===== config.mk =====
export PLATFORM = sky130hd
export DESIGN_NAME = fetch_sequencer_flat
export DESIGN_NICKNAME = d
export VERILOG_FILES = /design/src/rtl/brisc_pkg.sv /design/src/rtl/fetch_sequencer_if.sv /design/src/rtl/fetch_sequencer_pc_unit.sv /design/src/rtl/fetch_sequencer.sv /design/src/flat_wrapper.sv
export SDC_FILE = /design/constraint.sdc
export NUM_CORES = 1
export LEC_CHECK = 0
export CAP_MARGIN = 5
export CORE_MARGIN = 10
export CORE_UTILIZATION = 48
export DETAILED_ROUTE_END_ITERATION = 8
export PLACE_DENSITY = 0.95
export SYNTH_ARGS = -nofsm -noshare
export SYNTH_HDL_FRONTEND = slang
export SYNTH_SLANG_ARGS = --single-unit

===== constraint.sdc =====
create_clock -name clk -period 5.8 [get_ports clk]
set_clock_uncertainty 0.2 [all_clocks]
set_input_delay 1.45 -clock clk [delete_from_list [all_inputs] [get_ports clk]]
set_output_delay 1.45 -clock clk [all_outputs]
set_load 0.05 [all_outputs]

===== src/rtl/brisc_pkg.sv =====
// brisc_pkg: shared opcode encoding, instruction field positions, the fetch
// sequencer state encoding and default datapath widths for the BRISC core.
package brisc_pkg;

    localparam int DEF_ADDR_W  = 8;
    localparam int DEF_INSTR_W = 16;

    localparam int OPCODE_MSB = 15;
    localparam int OPCODE_LSB = 12;

    // Same encoding the control decoder uses.
    localparam logic [3:0] OP_NOP  = 4'd0;
    localparam logic [3:0] OP_ADD  = 4'd1;
    localparam logic [3:0] OP_ADDI = 4'd2;
    localparam logic [3:0] OP_SUB  = 4'd3;
    localparam logic [3:0] OP_AND  = 4'd4;
    localparam logic [3:0] OP_OR   = 4'd5;
    localparam logic [3:0] OP_XOR  = 4'd6;
    localparam logic [3:0] OP_NOT  = 4'd7;
    localparam logic [3:0] OP_SHL  = 4'd8;
    localparam logic [3:0] OP_SHR  = 4'd9;
    localparam logic [3:0] OP_LDI  = 4'd10;
    localparam logic [3:0] OP_MOV  = 4'd11;
    localparam logic [3:0] OP_IN   = 4'd12;
    localparam logic [3:0] OP_OUT  = 4'd13;
    localparam logic [3:0] OP_JZ   = 4'd14;
    localparam logic [3:0] OP_J    = 4'd15;

    typedef enum logic [1:0] {
        IDLE  = 2'd0,
        FETCH = 2'd1,
        WAIT  = 2'd2,
        ISSUE = 2'd3
    } seq_state_e;

    // Extract the opcode field from a full instruction word.
    function automatic logic [3:0] opcode_of(input logic [DEF_INSTR_W-1:0] w);
        return w[OPCODE_MSB:OPCODE_LSB];
    endfunction

endpackage


===== src/rtl/fetch_sequencer_if.sv =====
// fetch_sequencer_if: instruction ROM port plus the opcode/jump_en link to
// the combinational control decoder. master = sequencer, slave = ROM/decoder.
interface fetch_sequencer_if
    import brisc_pkg::*;
#(
    parameter int ADDR_W  = DEF_ADDR_W,
    parameter int INSTR_W = DEF_INSTR_W
);
    logic [ADDR_W-1:0]  imem_addr;
    logic               imem_rd_en;
    logic [INSTR_W-1:0] imem_rdata;
    logic               jump_en;
    logic [3:0]         opcode;
    logic [INSTR_W-1:0] instr;
    logic               instr_valid;

    modport master (
        output imem_addr, imem_rd_en, opcode, instr, instr_valid,
        input  imem_rdata, jump_en
    );

    modport slave (
        input  imem_addr, imem_rd_en, opcode, instr, instr_valid,
        output imem_rdata, jump_en
    );
endinterface


===== src/rtl/fetch_sequencer_pc_unit.sv =====
// pc_unit: program counter (load / increment / hold, wrapping modulo
// 2^ADDR_W) and the retired-instruction counter. Both move only on advance.
module pc_unit #(
    parameter int ADDR_W = 8,
    parameter int CNT_W  = 16
) (
    input  logic              clk,
    input  logic              rst,
    input  logic              advance,
    input  logic              load,
    input  logic [ADDR_W-1:0] target,
    output logic [ADDR_W-1:0] pc,
    output logic [CNT_W-1:0]  retired
);

    // Step the PC and count the retirement at the end of each issue cycle.
    always_ff @(posedge clk) begin
        if (rst) begin
            pc      <= '0;
            retired <= '0;
        end else if (advance) begin
            pc      <= load ? target : pc + ADDR_W'(1);
            retired <= retired + CNT_W'(1);
        end
    end

endmodule


===== src/rtl/fetch_sequencer.sv =====
// fetch_sequencer: BRISC fetch/issue sequencer. Walks IDLE -> FETCH -> WAIT
// -> ISSUE, three cycles per instruction, and picks the next PC from the
// decoder's jump_en during ISSUE.
// Optional macro FETCH_SINGLE_STEP_EN adds a 'step' pulse input that runs
// exactly one instruction from IDLE while run is low.
module fetch_sequencer
    import brisc_pkg::*;
#(
    parameter int ADDR_W  = DEF_ADDR_W,
    parameter int INSTR_W = DEF_INSTR_W,
    parameter int CNT_W   = 16
) (
    input  logic               clk,
    input  logic               rst,
    input  logic               run,
`ifdef FETCH_SINGLE_STEP_EN
    input  logic               step,
`endif
    fetch_sequencer_if.master  bus,
    output logic [ADDR_W-1:0]  pc,
    output logic [CNT_W-1:0]   retired,
    output logic               busy
);

    seq_state_e         state, state_nx;
    logic [INSTR_W-1:0] instr_q;
    logic               start;

`ifdef FETCH_SINGLE_STEP_EN
    // step only matters in IDLE; once busy, the FSM never looks at it, so
    // stray pulses are dropped rather than queued.
    assign start = run | step;
`else
    assign start = run;
`endif

    // State register.
    always_ff @(posedge clk) begin
        if (rst) state <= IDLE;
        else     state <= state_nx;
    end

    // Next-state logic; run is re-checked only at the end of ISSUE so an
    // instruction already in flight always completes.
    always_comb begin
        state_nx = state;
        case (state)
            IDLE:    if (start) state_nx = FETCH;
            FETCH:   state_nx = WAIT;
            WAIT:    state_nx = ISSUE;
            ISSUE:   state_nx = run ? FETCH : IDLE;
            default: state_nx = IDLE;
        endcase
    end

    // Latch the ROM word returned during WAIT; held through ISSUE and beyond.
    always_ff @(posedge clk) begin
        if (rst)               instr_q <= '0;
        else if (state == WAIT) instr_q <= bus.imem_rdata;
    end

    // ROM address always tracks pc; the strobe marks the single FETCH cycle.
    assign bus.imem_addr   = pc;
    assign bus.imem_rd_en  = (state == FETCH);
    assign bus.instr       = instr_q;
    assign bus.instr_valid = (state == ISSUE);
    // NOP outside ISSUE keeps the decoder from raising any write or jump.
    assign bus.opcode      = (state == ISSUE) ? opcode_of(instr_q) : OP_NOP;
    assign busy            = (state != IDLE);

    pc_unit #(
        .ADDR_W (ADDR_W),
        .CNT_W  (CNT_W)
    ) u_pc_unit (
        .clk     (clk),
        .rst     (rst),
        .advance (state == ISSUE),
        .load    (bus.jump_en),
        .target  (instr_q[ADDR_W-1:0]),
        .pc      (pc),
        .retired (retired)
    );

endmodule


===== src/flat_wrapper.sv =====
// flat-port wrapper written by rule: the top's interface ports become plain ports
module fetch_sequencer_flat import brisc_pkg::*;
#(
    parameter int ADDR_W  = DEF_ADDR_W,
    parameter int INSTR_W = DEF_INSTR_W,
    parameter int CNT_W   = 16
)
  (clk, rst, run, pc, retired, busy, bus_imem_addr, bus_imem_rd_en, bus_opcode, bus_instr, bus_instr_valid, bus_imem_rdata, bus_jump_en);
  fetch_sequencer_if #(.ADDR_W(ADDR_W), .INSTR_W(INSTR_W)) bus_i ();
  input  logic clk;
  input  logic rst;
  input  logic run;
  output logic [ADDR_W-1:0] pc;
  output logic [CNT_W-1:0] retired;
  output logic busy;
  output wire logic [$bits(bus_i.imem_addr)-1:0] bus_imem_addr;
  output wire logic [$bits(bus_i.imem_rd_en)-1:0] bus_imem_rd_en;
  output wire logic [$bits(bus_i.opcode)-1:0] bus_opcode;
  output wire logic [$bits(bus_i.instr)-1:0] bus_instr;
  output wire logic [$bits(bus_i.instr_valid)-1:0] bus_instr_valid;
  input wire logic [$bits(bus_i.imem_rdata)-1:0] bus_imem_rdata;
  input wire logic [$bits(bus_i.jump_en)-1:0] bus_jump_en;
  assign bus_imem_addr = bus_i.imem_addr;
  assign bus_imem_rd_en = bus_i.imem_rd_en;
  assign bus_opcode = bus_i.opcode;
  assign bus_instr = bus_i.instr;
  assign bus_instr_valid = bus_i.instr_valid;
  assign bus_i.imem_rdata = bus_imem_rdata;
  assign bus_i.jump_en = bus_jump_en;
  fetch_sequencer #(.ADDR_W(ADDR_W), .INSTR_W(INSTR_W), .CNT_W(CNT_W)) u_core (.clk(clk), .rst(rst), .run(run), .bus(bus_i), .pc(pc), .retired(retired), .busy(busy));
endmodule

* Word-level counts from Yosys, hierarchy flattened
Index checks and enable logic that the tools add are counted. W data, S select, Z words.
Cells by class: add/subtract/negate cells 2, equality and inequality tests 4, multiplexer cells 5, reductions and logical operators 2
Operators by type and width (number):
- $add A16 B1 Y16 const B | 1
- $add A8 B1 Y8 const B | 1
- $mux W8 | 1
- $pmux W2 S4 | 1
- $eq A2 B2 Y1 const B | 2
- $mux W4 | 1
- $eq A2 B1 Y1 const B | 1
- $logic_not A2 Y1 | 1
- $mux W2 | 1
- $ne A2 B2 Y1 const B | 1
- $reduce_bool A2 Y1 | 1
- $mux W1 | 1
Word-level totals: bits in registers 42, input port bits 20, output and inout port bits 55, word-level logic and storage cells 17

* Depth between registers and ports, before layout
word-level depth 2, gate-level depth with buffers 6, gate-level depth less buffers 5

* Modules after synthesis
From an unflattened synthesis, not the netlist that was laid out.
Second synthesis, totals: cells, all modules 219, area, all modules 2064.5 sq um
Modules (own cells, without submodules):
- pc_unit | times used 1, cells an instance 139, area an instance 1242.4 sq um, seq. area each 480.5 sq um
- fetch_sequencer | times used 1, cells an instance 80, area an instance 822.0 sq um, seq. area each 360.3 sq um

* Worst setup path after synthesis
Ideal clock, no wire load.
kind register to output, start register u_core.state[0], end output port bus_opcode[0], arrival time 1883 ps, required time 4150 ps, path slack 2267 ps, cell stages (with the launch flop) 5, buffers on the path 2, cell sequence dfxtp_1 ha_1 buf_2 clkbuf_1 and2_1
On the way: word-level cells in the longest chain between the ends 2
Ends and longest elaborated chain:
- start, declared | RTL line fetch_sequencer.sv:25 | seq_state_e state, state_nx;
- start signal, assigned | RTL line fetch_sequencer.sv:40 | else state <= state_nx;
- $eq A2 B2 Y1
- via bus_instr_valid | RTL line flat_wrapper.sv:20 | output wire logic [$bits(bus_i.instr_valid)-1:0] bus_instr_valid;
- $mux W4 | RTL line fetch_sequencer.sv:68 | assign bus.opcode = (state == ISSUE) ? opcode_of(instr_q) : OP_NOP;
- end, declared | RTL line flat_wrapper.sv:18 | output wire logic [$bits(bus_i.opcode)-1:0] bus_opcode;
The timed path passes the listed nets, and every way through them passes these cells.

* Final worst setup path
start register u_core.state[0], end output port bus_opcode[3]
On the way: word-level cells in the longest chain between the ends 2
Ends and longest elaborated chain (RTL line):
- $eq A2 B2 Y1 | fetch_sequencer.sv:68
- $mux W4 | fetch_sequencer.sv:68
Every way passes these cells.

==> results_dict.tcl <==
set metrics [dict create \
    status "finished clean" \
    synth.cell_area_sq_um 2040 \
    cts_hold_buf 0 \
    grtUsageTotal_pct 15.9 \
    grt_pass1_wl_microns 9490 \
    cts_buffers 5 \
    synth_edf_count 0 \
    synth-seq-cells 42 \
    cts-root-buf "clkbuf_8" \
    grt_pass1_vias 1897 \
    gp_congestion 0.802 \
    clk_pin_slew_ns 0.08 \
    cts.repair.resized 0 \
    clk_path_buf_depth 2 \
    path_cells "ha_1 -> buf_4 -> and2_1 -> clkdlybuf4s50_1" \
    gr-total-overflow 0 \
    rsz0062_at_grt "false" \
    htreeDepth 2 \
    max_slew_margin_pct 34.2 \
    syn_nets 256 \
    r2r_cells 4 \
    power_leakage_nw 1.01 \
    slew_viol_final 0 \
    nNetsFinal 319 \
    ant_nets 0 \
    insertion_delay_ns 0.29 \
    hold_class "reg -> reg" \
    post_drt_wl_per_cell_microns 16.7 \
    cpMaxStageDelayCell "clkdlybuf4s50_1" \
    grt_max_degree 45 \
    synth_cell_types 39 \
    cts_tree "yes" \
    post-synth-top-count-cell "dfxtp_1" \
    drt_iter0_markers 197 \
    synthAdderAreaFrac_pct 4.29 \
    path_class "reg -> out" \
    synthTopCellsByCount "dfxtp_1, nor2_1, mux2i_1" \
    synthSimpleGateAreaFrac_pct 21.5 \
    drive_above_1_share_pct 6.51 \
    hold_viol 0 \
    syn2layout_area_growth_pct 38.5 \
    dpl.hpwl_microns 4270 \
    hold_path_depth 2 \
    initial_utilization_pct 50.3 \
    synth_top_area_cell "dfxtp_1" \
    vdd_drop_max_mv 0.254 \
    async_flop_share_pct 0 \
    synth_xor_area_share_pct 1.72 \
    synth_compound_area_share_pct 11.8 \
    dieArea_sq_um 7260 \
    die_x_microns 85.2 \
    antenna_found_initial 0 \
    setup_viol 0 \
    synthCells 229 \
    setup_tns_ns 0 \
    antenna_cells 0 \
    drt_wl_total_microns 5730 \
    synth_seq_area_share_pct 41.2 \
    synth_top_area_share_pct 41.2 \
    cp.arrival_ns 2.43 \
    worst_pin_slew_ns 0.986 \
    fmaxAchievable_ghz 0.245 \
    post-cts-setup-buffers 0 \
    vias 1869 \
    period_share_pct 70.3 \
    core_sq_um 4060 \
    crit_required_ns 4.15 \
    endpoint_kind "output pin" \
    vias_per_cell 5.46 \
    yosys-top-cells-area "dfxtp_1, mux2i_1, nor2_1" \
    drv_cap 0 \
    drc 0 \
    die_y_microns 85.2 \
    max_stage_delay_ns 0.81 \
    fp-row-count 23 \
    syn_avg_cell_area_sq_um 8.91 \
    cts.sinks 42 \
    period_needed_ns 4.08 \
    power_w 0.000979 \
    synth_warnings 0 \
    num_io_pins 75 \
    start_kind "register" \
    drtPass1Iterations 5 \
    p_per_area_nw_per_um2 346 \
    ys.flop_type "dfxtp_1" \
    portBuffers 74 \
    synth_top_family_by_area "simple AND/OR/NAND/NOR gates" \
    yosys-mux-area-fraction_pct 12.1 \
    critPathMaxFanout 19 \
]
-- sequential cells by signal, summed over array words and instances (netlist names) --
signal / flops
u_core.u_pc_unit.retired: 16
u_core.bus.instr: 16
u_core.u_pc_unit.pc: 8
u_core.state: 2
-- worst max-delay path, delay by kind of cell (launching register included) --
family | cells | cell delay [ns]
DFF | 1 | 0.43
adders and majority gates | 1 | 0.43
and+or+nand+nor | 1 | 0.15
buffers and inverters | 2 | 1.11
-- placed cells by master, fill, tap and decap left out, types with 2 or more instances in the layout --
cell | synthesis | final
or4_1 | 5 | 5
mux2i_1 | 19 | 19
xnor2_1 | 3 | 3
and3_1 | 2 | 2
nand3_1 | 4 | 4
a31oi_1 | 2 | 2
clkdlybuf4s50_1 | 0 | 74
dfxtp_1 | 42 | 42
or3_2 | 2 | 2
nor4_1 | 5 | 5
nand4_1 | 4 | 4
nand2_1 | 11 | 11
o21ai_0 | 8 | 8
inv_1 | 11 | 11
a21oi_1 | 9 | 9
nand2b_1 | 2 | 2
nor2b_1 | 5 | 5
clkinv_2 | 0 | 2
a311oi_1 | 2 | 2
mux2_2 | 5 | 5
ha_1 | 7 | 7
clkbuf_8 | 0 | 5
o31ai_1 | 5 | 5
a211oi_1 | 4 | 4
nor2_1 | 35 | 35
buf_4 | 8 | 2
and2_1 | 5 | 5
-- where the power goes --
group	switching, W	total, W	internal (W)
sequential	0.0000384	0.000364	0.000325
clock	0.0000963	0.000177	0.0000808
combinational	0.000278	0.000438	0.000161
-- routing by layer --
layer | GRT usage, % | part of all wire [%]
met1 | 16.1 | 38
met2 | 28.3 | 52
met3 | 5.64 | 7.3
met4 | 7.49 | 3.0
met5 | 0 | 0
-- cell families after synthesis --
group           count (synthesis)
xor+xnor                        4
simple gates                   84
mux                            24
buf+inv                        31
fa+ha+maj                       7
compound gates                 37
flops                          42
-- metrics by stage --
step,setup slack [ns],cell area (sq um),hold WS (ns),util (%),std cells
finish,1.72,2830,0.307,69.7,342
global route,1.57,2830,0.325,69.7,342
CTS,1.72,2830,0.311,69.7,342
detailed placement,2.05,2750,0.288,67.7,335
global placement,2.11,2750,0.272,67.7,335
floorplan,2.27,2040,0.333,-,229
-- layout make-up --
| class | count | area [sq um] |
|---|---|---|
| fillers | 316 | 1230 |
| multi-input cells | 156 | 1050 |
| flip-flops and latches | 42 | 841 |
| repair buffers | 76 | 756 |
| clock buffers | 5 | 68.8 |
| well taps | 50 | 62.6 |
| inverters | 11 | 41.3 |
| clock inverters | 2 | 10.0 |
-- path summary, 6_finish.rpt --
path | from | end | slack, ns
setup / recovery | u_core.state[0] | bus_opcode[3] | 1.72
hold / removal | u_core.bus.instr[8] | u_core.bus.instr[8] | 0.31
setup reg to reg | u_core.state[0] | u_core.u_pc_unit.retired[15] | 3.57
hold reg to reg | u_core.bus.instr[8] | u_core.bus.instr[8] | 0.31
Note: power is estimated with default switching activity, not from simulation.
